--- config.mk ---
export PLATFORM = sky130hd
export DESIGN_NAME = led_blink_bank
export DESIGN_NICKNAME = d
export VERILOG_FILES = /design/src/rtl/led_blink_bank.sv
export SDC_FILE = /design/constraint.sdc
export NUM_CORES = 1
export LEC_CHECK = 0
export BUFFER_PORTS_ARGS = -buffer_cell sky130_fd_sc_hd__clkbuf_2
export CAP_MARGIN = 20
export CORE_MARGIN = 3
export CORE_UTILIZATION = 57
export CTS_CLUSTER_SIZE = 40
export DETAILED_ROUTE_END_ITERATION = 7
export PLACE_DENSITY = 0.77
export RECOVER_POWER = 25
export SYNTH_ARGS = -nofsm -noshare
export SYNTH_HDL_FRONTEND = slang
export SYNTH_SLANG_ARGS = --single-unit
--- constraint.sdc ---
create_clock -name i_Clk -period 3.3 [get_ports i_Clk]
set_input_delay 0.495 -clock i_Clk [delete_from_list [all_inputs] [get_ports i_Clk]]
set_output_delay 0.495 -clock i_Clk [all_outputs]
set_load 0.01 [all_outputs]
--- src/rtl/led_blink_bank.sv ---
// Multi-channel LED pattern generator.
// A shared prescaler produces a registered one-cycle tick; each channel runs
// OFF / ON / BLINK / ONESHOT from that tick with its own half-period.
//
// state (channel mode) | meaning
// ---------------------+---------------------------------------------------
// MODE_OFF     (0)     | LED dark, counter parked at 0
// MODE_ON      (1)     | LED lit, counter parked at 0
// MODE_BLINK   (2)     | LED toggles every eff_half ticks, 50% duty
// MODE_ONESHOT (3)     | LED lit for eff_half ticks, then falls back to OFF
module led_blink_bank #(
   parameter int CLK_HZ       = 25_000_000,
   parameter int TICK_HZ      = 1_000,
   parameter int N_CH         = 4,
   parameter int HALF_W       = 16,
   parameter int DEFAULT_HALF = 500,
   localparam int CH_W        = (N_CH > 1) ? $clog2(N_CH) : 1
) (
   input  logic              i_Clk,
   input  logic              i_Reset,
   input  logic              i_Cfg_Wr,
   input  logic [CH_W-1:0]   i_Cfg_Ch,
   input  logic [1:0]        i_Cfg_Mode,
   input  logic [HALF_W-1:0] i_Cfg_Half,
   input  logic              i_Sync,
   output logic              o_Tick,
   output logic [N_CH-1:0]   o_LED,
   output logic [N_CH-1:0]   o_Busy
);

   localparam int PRESCALE = CLK_HZ / TICK_HZ;
   localparam int PRE_W    = (PRESCALE > 1) ? $clog2(PRESCALE) : 1;

   localparam logic [PRE_W-1:0]  PRE_LAST = PRE_W'(PRESCALE - 1);
   localparam logic [HALF_W-1:0] HALF_RST = HALF_W'(DEFAULT_HALF);

   localparam logic [1:0] MODE_OFF     = 2'd0;
   localparam logic [1:0] MODE_ON      = 2'd1;
   localparam logic [1:0] MODE_BLINK   = 2'd2;
   localparam logic [1:0] MODE_ONESHOT = 2'd3;

   logic [PRE_W-1:0]  pre_q, pre_d;
   logic              tick_q, tick_d;

   logic [1:0]        mode_q [N_CH];
   logic [1:0]        mode_d [N_CH];
   logic [HALF_W-1:0] half_q [N_CH];
   logic [HALF_W-1:0] half_d [N_CH];
   logic [HALF_W-1:0] cnt_q  [N_CH];
   logic [HALF_W-1:0] cnt_d  [N_CH];
   logic [N_CH-1:0]   led_q, led_d;
   logic [N_CH-1:0]   busy_q, busy_d;

   logic [HALF_W-1:0] eff_half [N_CH];
   logic [N_CH-1:0]   at_end;

   // Prescaler next state; sync restarts the tick phase and kills a pending tick.
   always_comb begin
      pre_d  = pre_q;
      tick_d = 1'b0;
      if (i_Sync) begin
         pre_d  = '0;
         tick_d = 1'b0;
      end else begin
         pre_d  = (pre_q == PRE_LAST) ? '0 : pre_q + 1'b1;
         tick_d = (pre_q == PRE_LAST);
      end
   end

   // Prescaler and tick registers.
   always_ff @(posedge i_Clk) begin
      if (i_Reset) begin
         pre_q  <= '0;
         tick_q <= 1'b0;
      end else begin
         pre_q  <= pre_d;
         tick_q <= tick_d;
      end
   end

   // Effective half-period (0 behaves as 1) and end-of-half detect per channel.
   always_comb begin
      for (int c = 0; c < N_CH; c++) begin
         eff_half[c] = (half_q[c] == '0) ? HALF_W'(1) : half_q[c];
         at_end[c]   = (cnt_q[c] == eff_half[c] - HALF_W'(1));
      end
   end

   // Channel next state: addressed write beats sync, sync beats tick.
   always_comb begin
      led_d  = led_q;
      busy_d = busy_q;
      for (int c = 0; c < N_CH; c++) begin
         mode_d[c] = mode_q[c];
         half_d[c] = half_q[c];
         cnt_d[c]  = cnt_q[c];
         if (i_Cfg_Wr && (int'(i_Cfg_Ch) == c)) begin
            mode_d[c] = i_Cfg_Mode;
            half_d[c] = i_Cfg_Half;
            cnt_d[c]  = '0;
            led_d[c]  = (i_Cfg_Mode == MODE_ON) || (i_Cfg_Mode == MODE_ONESHOT);
            busy_d[c] = (i_Cfg_Mode == MODE_ONESHOT);
         end else begin
            case (mode_q[c])
               MODE_OFF: begin
                  cnt_d[c]  = '0;
                  led_d[c]  = 1'b0;
                  busy_d[c] = 1'b0;
               end
               MODE_ON: begin
                  cnt_d[c]  = '0;
                  led_d[c]  = 1'b1;
                  busy_d[c] = 1'b0;
               end
               MODE_BLINK: begin
                  busy_d[c] = 1'b0;
                  if (i_Sync) begin
                     cnt_d[c] = '0;
                     led_d[c] = 1'b0;
                  end else if (tick_q) begin
                     if (at_end[c]) begin
                        cnt_d[c] = '0;
                        led_d[c] = ~led_q[c];
                     end else begin
                        cnt_d[c] = cnt_q[c] + 1'b1;
                     end
                  end
               end
               default: begin
                  if (tick_q) begin
                     if (at_end[c]) begin
                        cnt_d[c]  = '0;
                        led_d[c]  = 1'b0;
                        busy_d[c] = 1'b0;
                        mode_d[c] = MODE_OFF;
                     end else begin
                        cnt_d[c] = cnt_q[c] + 1'b1;
                     end
                  end
               end
            endcase
         end
      end
   end

   // Channel registers; every channel comes out of reset blinking at the default rate.
   always_ff @(posedge i_Clk) begin
      if (i_Reset) begin
         for (int c = 0; c < N_CH; c++) begin
            mode_q[c] <= MODE_BLINK;
            half_q[c] <= HALF_RST;
            cnt_q[c]  <= '0;
         end
         led_q  <= '0;
         busy_q <= '0;
      end else begin
         for (int c = 0; c < N_CH; c++) begin
            mode_q[c] <= mode_d[c];
            half_q[c] <= half_d[c];
            cnt_q[c]  <= cnt_d[c];
         end
         led_q  <= led_d;
         busy_q <= busy_d;
      end
   end

   assign o_Tick = tick_q;
   assign o_LED  = led_q;
   assign o_Busy = busy_q;

endmodule

* Yosys cells after proc, flatten, opt, wreduce, memory -nomap -nowiden
Memory sizes are Yosys's and may differ from the RTL's. Index checks and enable logic that the tools add are counted.
Cells by class: add/sub/neg operators 9, equal/unequal tests 26, mux-type cells 95, bitwise gates (word level) 16, reduce and logical (&&, ||, !) cells 48
Operator list (count):
- 2-to-1 mux 16 bit | 32
- case mux 16 bit (2 select lines) | 4
- adder 16 x 1 -> 16 bit, second input constant | 4
- == test 16 bit | 4
- zero test 16 bit | 4
- subtractor 16 x 1 -> 16 bit, second input constant | 4
- 2-to-1 mux 2 bit | 20
- nonzero test 5 bit | 8
- 2-to-1 mux 1 bit | 35
- inequality test 4 bit, second input constant | 8
- nonzero test 3 bit | 8
- AND reduction 4 bit | 4
- adder 15 x 1 -> 15 bit, second input constant | 1
- == test 15 bit, second input constant | 1
- OR reduction 3 bit | 5
- == test 2 bit, second input constant | 7
- == test 2 x 1 -> 1 bit, second input constant | 6
- OR 1 bit | 12
- case mux 1 bit (3 select lines) | 4
- zero test 2 bit | 5
- OR reduction 2 bit | 5
- AND reduction 2 bit | 4
- logical AND 1 bit | 4
- NOT 1 bit | 4
- logical OR 1 bit | 1
Storage, ports and cells: register bits 24, memory bits (writable) 136, input bits 24, output and inout port bits 9, word-level logic and storage cells 207, memories 3
Memories:
- cnt_q | depth 4, bits a word 16, read ports 4, clocked after memory_dff 0, wr ports 4, line 49 | logic [HALF_W-1:0] cnt_q [N_CH];
- half_q | depth 4, bits a word 16, read ports 4, clocked after memory_dff 0, wr ports 4, line 47 | logic [HALF_W-1:0] half_q [N_CH];
- mode_q | depth 4, bits a word 2, read ports 4, clocked after memory_dff 0, wr ports 4, line 45 | logic [1:0] mode_q [N_CH];

* Depth between registers and ports, before layout
depth in word-level cells 10, gate-level depth with buffers 15, mapped depth without buffers 13

* Least setup slack after synthesis
Ideal clock, no wire load.
kind register to register, start point memory half_q[0][9], end point register led_q[0] (netlist: o_LED[0]), data arrival time 3324 ps, data required time 3179 ps, setup slack -145 ps, stages on the path, launching flop included 13, buffers on the path 0, clock period less this slack 3445 ps, path through dfxtp_1 > or4_1 > nor4_1 > a21oi_1 > ha_1 > o21ba_2 > a221oi_1 > a21oi_1 > nor4_1 > and4_1 > nand4_1 > o211ai_1 > mux2_2
RTL lines:
- start, declared | line 47
- end signal, assigned | line 162 | led_q <= led_d;
- end, declared | line 51 | logic [N_CH-1:0] led_q, led_d;

==> run summary <==
TritonCTS clock tree -> built
worst hold path depth -> 2
kind of end point of the critical path -> flip-flop
sequential share of the synthesized area -> 0.354
Filler Cell Count -> 1248
post-layout min period -> 3280 ps
critical path type -> reg2reg
H-tree levels -> 4
Routed WL -> 22.7 mm
post-DR wirelength/cell -> 15.8 um
most common cell after layout, fill and taps aside -> nand2_1
Top Ports -> 33
Hold Worst Slack -> 365 ps
fmax -> 305 MHz
vias in the first global route -> 7683
Max rail drop VDD -> 0.000396 V
placement row count -> 45
fraction of layout cells with a size suffix above 1 -> 0.154
cell area after layout -> 10600 um^2
initial antenna violation count -> 2
EDFF count, synth -> 0
clock skew -> 10.5 ps
Routed Antenna Nets -> 0
Unique masters post-synth -> 67
cts bufs inserted -> 17
detailed placer's ending HPWL -> 15.9 mm
chip width -> 132 um
leading cell types in the layout, fill and taps excluded -> 181 x nand2_1, 158 x dfxtp_1, 111 x nor2_1
final setup violation count -> 0
Worst Max-Slew Pin Slew -> 963 ps
DRC violations left -> 0
Vias -> 8287
RSZ-0062 raised after global routing -> true
Worst Path Required -> 3630 ps
GPL Wtd Cong -> 0.889
Synth-to-Final Area Change -> 16.9%
Worst Reg-to-Reg Cells -> 12
initial core utilization -> 0.588
Slew headroom -> 0.358
pins over their slew limit -> 0
crit path from -> half_q[2][7]$_SDFFE_PP1P_
Hold/Removal Path Class -> in2reg
die area -> 17400 um^2
clk slew on worst S/H paths -> 70 ps
Avg Inst Size Synth -> 7.93 um^2
Vias/cell -> 5.78
fin crit share -> 0.995
total track usage -> 0.254
setup_tns -> 0 ps
post-synth net total -> 1189
Clock Path Buffers -> 2
1st-pass router iterations -> 7
status -> complete, no violations
reg2reg start -> half_q[2][7]$_SDFFE_PP1P_
Worst setup SP type -> flip-flop
GRT overflow -> 0
placement-stage cell area -> 9780 um^2
# clock sinks -> 160
Multi-input gate area -> 5670 um^2
synthesized instance count -> 1140
max_cap viols -> 0
cts hold-fix bufs -> 0
Yosys reg bits -> 160
leakage -> 0.00388 uW
Mapped Area -> 9040 um^2
layout net count -> 1259
Die H -> 132 um
number of DRC markers in iteration 0 -> 577
Critical Path AT -> 3620 ps
clk_lat worst skew -> 440 ps
root buf cell -> clkbuf_16
Async SR Flop Fraction -> 0
IO buf count -> 32
final-report hold violation count -> 0
Power, Total -> 4410 uW
first-pass GRT wire length -> 36.8 mm
core region area -> 15400 um^2
largest net degree at the start of global routing -> 34
FF/Latch Area -> 3210 um^2
hold_sp -> i_Reset
crit-path max FO -> 4
final design utilization -> 0.688
Synth Warn # -> 0
n_diodes -> 0
Main synth FF type -> dfxtp_1
PD cells -> 417 nW/um^2
## kinds of logic after synthesis
kind of cell	count (synthesis)	synth area share
DFF	160	0.354
and+or+nand+nor	563	0.309
muxes	7	0.00830
adders and majority gates	25	0.0346
xor gates and xnor gates	147	0.144
buffers and inverters	86	0.0426
AOI/OAI and AO/OA	152	0.107
## worst max-delay path, stage by stage, from the launching register on
cell	delay, ps
dfxtp_2	320
or4_4	550
nor4_4	360
a21oi_2	120
ha_4	180
xnor2_2	130
xnor2_1	140
nor4_1	250
nand3_1	160
nor4_4	320
nand3_2	200
o211a_1	260
o21a_1	180
## report_power, final
group          switching (uW)  internal [uW]
Sequential               36.7           1970
Clock                     879           1060
Combinational             267            189
Total                    1180           3220
## through the flow
stage,worst slack [ps],cells
2_1_floorplan,-4.61,1140
3_3_place_gp,13.3,1399
3_5_place_dp,-91.4,1399
4_1_cts,-46.3,1431
5_1_grt,-176,1434
6_report,17.3,1434
## flip-flops by register name (all words and copies together), names as in the netlist
register,count
o_Busy,4
pre_q,15
o_Tick,1
o_LED,4
half_q,64
cnt_q,64
mode_q,8
## cells in the mapped netlist, drive strengths merged (4+ instances only)
master | n | area [um^2]
o21ai | 17 | 85.1
a31oi | 9 | 56.3
nand3b | 7 | 52.6
nor2 | 112 | 420
nand2b | 14 | 90.1
nor3b | 15 | 113
or3 | 12 | 80.1
nor2b | 14 | 87.6
o21a | 4 | 30.0
nand3 | 74 | 375
or2 | 6 | 37.5
inv | 29 | 109
clkbuf | 44 | 185
o211ai | 15 | 113
nand2 | 181 | 679
dfxtp | 160 | 3200
and3 | 18 | 113
or4 | 9 | 71.3
mux2 | 4 | 45.0
buf | 13 | 91.3
a21oi | 69 | 345
a211oi | 4 | 30.0
and2 | 4 | 25.0
nor3 | 29 | 145
o31ai | 4 | 30.0
xnor2 | 74 | 648
ha | 25 | 313
nand4 | 26 | 163
xor2 | 72 | 631
nor4 | 25 | 190
## repair_timing
item | CTS | global route
pin swaps | 0 | 33
resized for setup | 2 | 34
setup buffers | 0 | 3
setup endpoints to repair | 5 | 70
## metal layers
layer	vias up	wire length (um)	global-route usage
met3	37	1220	0.0515
met2	215	10900	0.423
met4	4	407	0.0764
met1	3962	10200	0.333
met5	-	30	0
li1	4069	-	-
## worst paths after layout
path / end / slack (ps)
min reg2reg: pre_q[0]$_SDFF_PP0_ / 450
max reg2reg: mode_q[2][0]$_SDFFE_PP0P_ / 20
max: mode_q[2][0]$_SDFFE_PP0P_ / 20
min: cnt_q[3][1]$_SDFF_PP0_ / 370
## final cells by class
class	count	share of cell area
multi-input cells	894	0.536
well taps	211	0.0250
inverters	29	0.0103
clock inverters	15	0.0141
flip-flops and latches	160	0.303
clock buffers	17	0.0403
repair buffers	108	0.0710
Note: power is estimated with default switching activity, not from simulation.
